### src/rtl/opl_stat_regs.sv
// opl_stat_regs: counter and R/W register block on the IPIF-style bus; `define OPL_STAT_REGS_SATURATE_EN to saturate counters instead of wrapping
module opl_stat_regs #(
  parameter int ADDR_WIDTH = 12,
  parameter int NUM_CNT = 8,
  parameter int CNT_WIDTH = 48,
  parameter int INC_WIDTH = 16,
  parameter logic [31:0] CLR_ON_READ = {32{1'b1}},
  parameter int NUM_RW = 4,
  parameter logic [31:0] RW_DEFAULT = 32'h0,
  parameter logic [31:0] ID_VALUE = 32'h0,
  parameter logic [31:0] VERSION_VALUE = 32'h1
) (
  input  logic                           clk,
  input  logic                           reset,
  input  logic                           bus2ip_cs,
  input  logic                           bus2ip_rnw,
  input  logic [ADDR_WIDTH-1:0]          bus2ip_addr,
  input  logic [31:0]                    bus2ip_data,
  input  logic [3:0]                     bus2ip_be,
  output logic [31:0]                    ip2bus_data,
  output logic                           ip2bus_rdack,
  output logic                           ip2bus_wrack,
  output logic                           ip2bus_error,
  input  logic [NUM_CNT-1:0]             cnt_inc,
  input  logic [NUM_CNT*INC_WIDTH-1:0]   cnt_inc_val,
  output logic [NUM_CNT*CNT_WIDTH-1:0]   cnt_value,
  output logic [NUM_RW*32-1:0]           rw_reg
);
  logic armed, fire, rd, wr, lo_rd;
  logic is_id, is_ver, is_clr, in_cnt, in_rw, hit_cnt, hit_rw, mapped;
  logic [ADDR_WIDTH-1:0] a;
  logic [63:0] cval;
  logic [31:0] rw_q, rdata, snap;
  logic [NUM_CNT-1:0] clr;
  logic [NUM_CNT-1:0][CNT_WIDTH-1:0] cnt, cnt_nxt;
  logic [NUM_RW-1:0][31:0] rw, rw_nxt;
`ifdef OPL_STAT_REGS_SATURATE_EN
  logic [CNT_WIDTH:0] sum;
`endif
  assign a = bus2ip_addr & ~ADDR_WIDTH'(3);
  assign fire = bus2ip_cs & armed;
  assign rd = fire & bus2ip_rnw;
  assign wr = fire & ~bus2ip_rnw;
  assign is_id = a == ADDR_WIDTH'(0);
  assign is_ver = a == ADDR_WIDTH'(4);
  assign is_clr = a == ADDR_WIDTH'(8);
  assign in_cnt = a[ADDR_WIDTH-1:8] == (ADDR_WIDTH-8)'(1);
  assign in_rw = a[ADDR_WIDTH-1:8] == (ADDR_WIDTH-8)'(2);
  always_comb begin
    hit_cnt = 1'b0;
    cval = '0;
    hit_rw = 1'b0;
    rw_q = '0;
    for (int i = 0; i < NUM_CNT; i++)
      if (in_cnt && a[7:3] == 5'(i)) begin
        hit_cnt = 1'b1;
        cval = 64'(cnt[i]);
      end
    for (int j = 0; j < NUM_RW; j++)
      if (in_rw && a[7:2] == 6'(j)) begin
        hit_rw = 1'b1;
        rw_q = rw[j];
      end
  end
  assign lo_rd = rd & hit_cnt & ~a[2];
  assign mapped = is_id | is_ver | is_clr | hit_cnt | hit_rw;
  assign rdata = is_id ? ID_VALUE : is_ver ? VERSION_VALUE : is_clr ? 32'h0 :
                 hit_cnt ? (a[2] ? snap : cval[31:0]) : hit_rw ? rw_q : 32'hDEADBEEF;
  always_comb begin
    clr = '0;
    cnt_nxt = cnt;
`ifdef OPL_STAT_REGS_SATURATE_EN
    sum = '0;
`endif
    for (int i = 0; i < NUM_CNT; i++) begin
      clr[i] = (wr & is_clr & bus2ip_data[i] & bus2ip_be[i/8]) |
               (lo_rd & (a[7:3] == 5'(i)) & CLR_ON_READ[i]);
`ifdef OPL_STAT_REGS_SATURATE_EN
      sum = (CNT_WIDTH+1)'(clr[i] ? {CNT_WIDTH{1'b0}} : cnt[i]) +
            (cnt_inc[i] ? (CNT_WIDTH+1)'(cnt_inc_val[i*INC_WIDTH +: INC_WIDTH]) : {(CNT_WIDTH+1){1'b0}});
      cnt_nxt[i] = sum[CNT_WIDTH] ? {CNT_WIDTH{1'b1}} : sum[CNT_WIDTH-1:0];
`else
      cnt_nxt[i] = (clr[i] ? {CNT_WIDTH{1'b0}} : cnt[i]) +
                   (cnt_inc[i] ? CNT_WIDTH'(cnt_inc_val[i*INC_WIDTH +: INC_WIDTH]) : {CNT_WIDTH{1'b0}});
`endif
    end
  end
  always_comb begin
    rw_nxt = rw;
    for (int j = 0; j < NUM_RW; j++)
      for (int b = 0; b < 4; b++)
        rw_nxt[j][8*b +: 8] = (wr && hit_rw && a[7:2] == 6'(j) && bus2ip_be[b]) ?
                              bus2ip_data[8*b +: 8] : rw[j][8*b +: 8];
  end
  always_ff @(posedge clk) begin
    if (reset) begin
      armed <= 1'b1;
      ip2bus_data <= 32'hDEADBEEF;
      ip2bus_rdack <= 1'b0;
      ip2bus_wrack <= 1'b0;
      ip2bus_error <= 1'b0;
      snap <= '0;
      cnt <= '0;
      rw <= {NUM_RW{RW_DEFAULT}};
    end else begin
      armed <= ~bus2ip_cs;
      ip2bus_rdack <= rd;
      ip2bus_wrack <= wr;
      ip2bus_error <= fire & ~mapped;
      if (rd) ip2bus_data <= rdata;
      if (lo_rd) snap <= cval[63:32];
      cnt <= cnt_nxt;
      rw <= rw_nxt;
    end
  end
  assign cnt_value = cnt;
  assign rw_reg = rw;
endmodule
### config.mk
export PLATFORM = sky130hd
export DESIGN_NAME = opl_stat_regs
export DESIGN_NICKNAME = d
export VERILOG_FILES = /design/src/rtl/opl_stat_regs.sv
export SDC_FILE = /design/constraint.sdc
export NUM_CORES = 2
export LEC_CHECK = 0
export BUFFER_PORTS_ARGS = -buffer_cell sky130_fd_sc_hd__buf_4
export CORE_MARGIN = 2
export CORE_UTILIZATION = 35
export DETAILED_ROUTE_END_ITERATION = 8
export PLACE_DENSITY = 0.56
export SLEW_MARGIN = 5
export SYNTH_ARGS = -nofsm -noshare
export SYNTH_HDL_FRONTEND = slang
export SYNTH_SLANG_ARGS = --single-unit
export TNS_END_PERCENT = 50
### constraint.sdc
create_clock -name clk -period 5.5 [get_ports clk]
set_input_delay 1.1 -clock clk [delete_from_list [all_inputs] [get_ports clk]]
set_output_delay 1.1 -clock clk [all_outputs]
set_load 0.05 [all_outputs]
======== After elaboration in Yosys (flattened, before gate mapping) ========
Index checks and enable logic that the tools add are counted.
storage, ports and cells
  register bits ........................... 580
  input port bits ......................... 188
  output and inout bits ................... 547
  word-level logic and storage cells ...... 181
operators by class
  add/subtract/negate cells ............... 8
  equality and inequality tests ........... 14
  mux-type cells .......................... 46
  bitwise logic cells ..................... 47
  reduce and logical (&&, ||, !) cells .... 36
operators by type and width
  cell                                                   count
  two-way mux 48 bit                                     13
  adder 48 x 16 -> 48 bit                                8
  two-way mux 32 bit                                     10
  two-way mux 64 bit                                     3
  two-way mux 16 bit                                     8
  logical AND 1 bit                                      33
  bitwise AND 1 bit                                      31
  equality test 5 x 3 -> 1 bit (second input constant)   4
  equality test 6 x 2 -> 1 bit (second input constant)   2
  zero test 12 bit                                       1
  two-way mux 1 bit                                      12
  OR 1 bit                                               12
  equality test 10 x 1 -> 1 bit (second input constant)  1
  equality test 10 x 2 -> 1 bit (second input constant)  1
  equality test 5 x 2 -> 1 bit (second input constant)   2
  equality test 6 x 1 -> 1 bit (second input constant)   1
  zero test 6 bit                                        1
  equality test 5 x 1 -> 1 bit (second input constant)   1
  zero test 5 bit                                        1
  equality test 4 x 1 -> 1 bit (second input constant)   1
  equality test 4 x 2 -> 1 bit (second input constant)   1
  NOT 1 bit                                              4

======== Logic depth before layout (Yosys ltp) ========
  depth after elaboration ................. 16
  mapped depth ............................ 19
  gate-level depth less buffers ........... 13

======== Worst setup path before layout ========
OpenSTA, ideal clock, no wires.
  path kind ............................... input -> register
  start point ............................. input port bus2ip_addr[9]
  end point ............................... register cnt (netlist bit cnt_value[318])
  library setup time ...................... 0.070 ns
  data arrival time ....................... 5.700 ns
  data required time ...................... 5.430 ns
  setup slack ............................. -0.270 ns
  stages .................................. 18
  buffers on the path ..................... 5
  cells stage by stage .................... or4b_1 > buf_2 > or4_4 > buf_6 > o22a_4 > clkbuf_1 > clkbuf_1 > and2_1 > ha_1 > fa_1 > a211oi_1 > o21ai_0 > a21oi_1 > o221ai_1 > a31oi_1 > clkbuf_1 > o311ai_0 > a21oi_1
between the ends
  word-level cells in the longest chain between the ends .. 16
  elaborated cells between the ends (all ways) .. 27
  classes of those cells .................. 1 x add/sub; 2 x eq/ne; 9 x mux; 7 x bitwise; 8 x reduce/logical
ends and longest elaborated chain
  element                         line  source
  start, declared                 17    input logic [ADDR_WIDTH-1:0] bus2ip_addr,
  equality test 4 x 1 -> 1 bit    47    assign in_cnt = a[ADDR_WIDTH-1:8] == (ADDR_WIDTH-8)'(1);
  logical AND 1 bit               55    if (in_cnt && a[7:3] == 5'(i)) begin
  two-way mux 1 bit (8 in a row)  55
  bitwise AND 1 bit (2 in a row)  65    assign lo_rd = rd & hit_cnt & ~a[2];
  bitwise AND 1 bit               77    (lo_rd & (a[7:3] == 5'(i)) & CLR_ON_READ[i]);
  OR 1 bit *                      76    clr[i] = (wr & is_clr & bus2ip_data[i] & bus2ip_be[i/8]) |
  two-way mux 48 bit *            83    cnt_nxt[i] = (clr[i] ? {CNT_WIDTH{1'b0}} : cnt[i]) +
  adder 48 x 16 -> 48 bit *       83
  end signal, assigned            112   cnt <= cnt_nxt;
  end, declared                   35    logic [NUM_CNT-1:0][CNT_WIDTH-1:0] cnt, cnt_nxt;
Every way passes the cells marked *; elsewhere a longest branch is shown, timed or not.
A chain may end at the register's enable or synchronous reset.

======== Worst setup path in the final report ========
  start point ............................. input port bus2ip_addr[9]
  end point ............................... register cnt (netlist bit cnt_value[373])
Same word-level chain as after synthesis.

==> key figures <==
Synth
  – Share of synthesized registers carrying an async set or reset: 0
  – Syn Nets: 4601
  – Prevailing post-synth register cell: dfxtp_1
  – Register area share after synthesis: 0.333
  – Yosys reg bits: 564
  – Cells after Synth: 4277
  – Post-synth cell types: 95
  – Yosys warnings: 0
  – Post-Syn Area: 0.0339 sq mm
  – Post-synth EDFFs: 0
  – Syn_area_per_cell: 7.93 sq um

Clock tree
  – CTS tree: done
  – Post-CTS Resized: 0
  – H-tree depth: 3
  – Clock slew at reported path FFs: approximately 0.060 ns
  – Clk root buf: clkbuf_16
  – Clock Sink Count: approximately 560
  – Worst-skew pair later-pin latency: 0.66 ns
  – CTS buffer count: 71
  – Setup Fix Bufs, Post-CTS: 0
  – CTS max path bufs: 3
  – Hold_buf cts: 0

Timing
  – Setup ws final: 0.361 ns
  – Hold Fails Final Rpt: 0
  – Relative slew slack: 0.253
  – Worst-Margin Slew: 1.12 ns
  – Post-route minimum period: 5.14 ns
  – RSZ-0062 raised after global routing: false
  – Slew Limit Fails: 0
  – Period Utilization, post-route: 0.934
  – Final setup fails: 0
  – Final setup skew: 0.0361 ns
  – Max frequency: 0.195 GHz

Critical path
  – Arr. time, crit path: ~5.6 ns
  – Crit-path cells: buf_4, or4b_1, buf_4, buf_4, nor3_4, a32oi_2, and2_1, ha_1, a211o_1, a211o_1, a2111oi_0, buf_4, nor3_1, buf_4, buf_4, o2111ai_1, xor2_1, nor2_1
  – RR Endpoint: cnt_value[373]
  – CP startpoint kind: input pin
  – Setup CP Type: input pin to flop
  – Reg-to-reg startpoint: armed
  – Critical Path Slowest Stage Cell: or4b_1
  – R2R Setup Slk: 1.02 ns
  – Worst Path Required: 5.98 ns
  – Crit end category: flop
  – Top cell family by delay on the critical path: compound AO/OA/AOI/OAI gates
  – Cell mode on critical path: buf_4
  – Reg2Reg Depth: 16
  – CP Buf/Inv Count: 6
  – CP Max Fanout: 10
  – Crit path largest cell delay: 0.69 ns

Global routing
  – Tot GR Track Use: 0.338
  – First-pass GRT wire length: 247000 microns
  – Total global routing overflow: 0
  – Initial antenna violation count: 11
  – Vias in the first global route: roughly 35000
  – Largest net degree at the start of global routing: 94

Layout
  – Max reg flops: ~380
  – Area growth syn-to-layout: 32.3%
  – Layout cells sized above 1: 0.241
  – Commonest non-fill, non-tap cell in the layout: buf_4
  – Fin area: 0.0449 sq mm
  – Final design utilization: 0.466
  – Post-layout net count: 5459
  – Most frequent cells in the layout: 1030 x buf_4, 564 x dfxtp_1, 426 x a21oi_1, 388 x nand2_1, 352 x nor2_1

Drt
  – DR vias: around 38000
  – Total wire length: 176000 microns
  – Per-cell routed wire length: 27.2 microns
  – Vias per inst: between 5 and 6
  – DR iter-0 viols: 4434
  – DRT Pass-1 Iters: 9
  – Drc violations: 0
  – Post-DRT Antenna Nets: 0

Place
  – Hpwl dp: 139000 microns
  – Routability congestion estimate: 0.977
  – DP Area: 0.0425 sq mm
  – Port Buf Inserts: about 730
  – Pre-CTS setup slack: -0.240 ns

Power
  – Worst vdd ir: 0.000214 V
  – Leak: approximately 18 nW
  – P per Cell Area: 271 mW/mm^2

Hold path
  – Hold Path Stages: 2
  – Hold EP: snap[2]
  – Hold_sp: snap[2]
  – Worst hold path type: flop to flop

Floorplanning
  – Die width: 315 microns
  – Die Ht: 315 microns
  – Site Rows: between 100 and 150
  – Initial Util: 0.352
  – Die footprint: between 0.09 and 0.1 sq mm
  – Core box area: a little under 0.1 sq mm
  – I/O Pins: between 700 and 800

Flow run
  – Max-Cap Viols: 0

Outcome
  – Run status: completed
metrics by stage:
step / TNS (ns) / total power, mW / hold slack, ns / cells
final: 0 / 12.2 / 0.460 / 6466
after global routing: 0 / 12.6 / 0.478 / 6465
after CTS: 0 / 12.2 / 0.458 / 6462
after detailed placement: -2.36 / 7.37 / 0.446 / 6338
after global placement: -1.95 / 7.37 / 0.440 / 6338
after floorplan: 0 / 6.17 / 0.427 / 4277
final cells by class:
cell class                      count  area (sq um)
Sequential cell                   564         11300
Clock inverter                     18           208
Tap cell                         1276          1600
Fill cell                        9794         51500
Inverter                           92           345
Timing Repair Buffer             1043          7990
Clock buffer                      106          2130
Antenna cell                        4          10.0
Multi-Input combinational cell   3363         21300
cell usage after synthesis (all sizes together), types with 23 or more instances:
library cell | number | area share
dfxtp | 564 | 0.33
a21oi | 426 | 0.063
nand2 | 389 | 0.043
nor2 | 358 | 0.040
and2 | 288 | 0.053
nand3 | 245 | 0.036
o21ai | 191 | 0.028
clkbuf | 183 | 0.020
ha | 128 | 0.047
inv | 92 | 0.010
xnor2 | 88 | 0.023
or4 | 87 | 0.019
buf | 75 | 0.011
nor3 | 74 | 0.012
nand4 | 72 | 0.013
o31ai | 72 | 0.016
or3 | 69 | 0.013
mux2i | 63 | 0.019
xor2 | 63 | 0.016
and3 | 60 | 0.011
a211oi | 56 | 0.012
a21o | 51 | 0.011
o211ai | 49 | 0.011
a221oi | 43 | 0.011
a222oi | 38 | 0.011
a22oi | 34 | 0.0077
nor4 | 33 | 0.0089
o21a | 30 | 0.0066
a31oi | 25 | 0.0046
a221o | 24 | 0.0071
nor2b | 23 | 0.0042
how the worst max path moves through the flow:
stage,from,end,slack (ns),cells past startpoint
final,bus2ip_addr[9],cnt_value[373],0.36,18
after global routing,bus2ip_addr[9],cnt_value[373],0.15,18
after floorplan,bus2ip_addr[9],cnt_value[318],0.03,18
after CTS,bus2ip_addr[9],cnt_value[373],0.39,18
after detailed placement,bus2ip_addr[9],cnt_value[373],-0.24,18
after global placement,bus2ip_addr[9],cnt_value[369],-0.20,18
power by group:
group	switching, mW	internal [mW]	total (mW)
registers	0.302	4.25	4.55
logic	1.70	1.07	2.77
clock network	2.00	2.86	4.86
worst register-to-register path: stages, from the launching register on:
cell       delay [ns]
dfxtp_1          0.35
and4b_1          0.27
and4_1           0.35
buf_4            0.19
a32oi_2          0.45
and2_1           0.23
ha_1             0.25
a211o_1          0.27
a211o_1          0.27
a2111oi_0        0.54
buf_4            0.22
nor3_1           0.06
buf_4            0.17
buf_4            0.18
o2111ai_1        0.23
xor2_1           0.19
nor2_1           0.06
per-layer routing:
metal  up-vias  track usage  share of wire
met4        10        0.172          0.057
li1      17500            -              -
met1     18400        0.443           0.41
met3       355       0.0829           0.10
met5         -            0        0.00036
met2      1894        0.515           0.43
cells by family after synthesis:
group | after synthesis | synth area share
multiplexers | 78 | 0.0239
flip-flops | 564 | 0.333
AO/OA/AOI/OAI | 1225 | 0.240
AND/OR/NAND/NOR | 1773 | 0.271
XOR/XNOR | 151 | 0.0390
buffers and inverters | 350 | 0.0414
adder cells (fa/ha/maj) | 136 | 0.0519
Note: power is estimated with default switching activity, not from simulation.
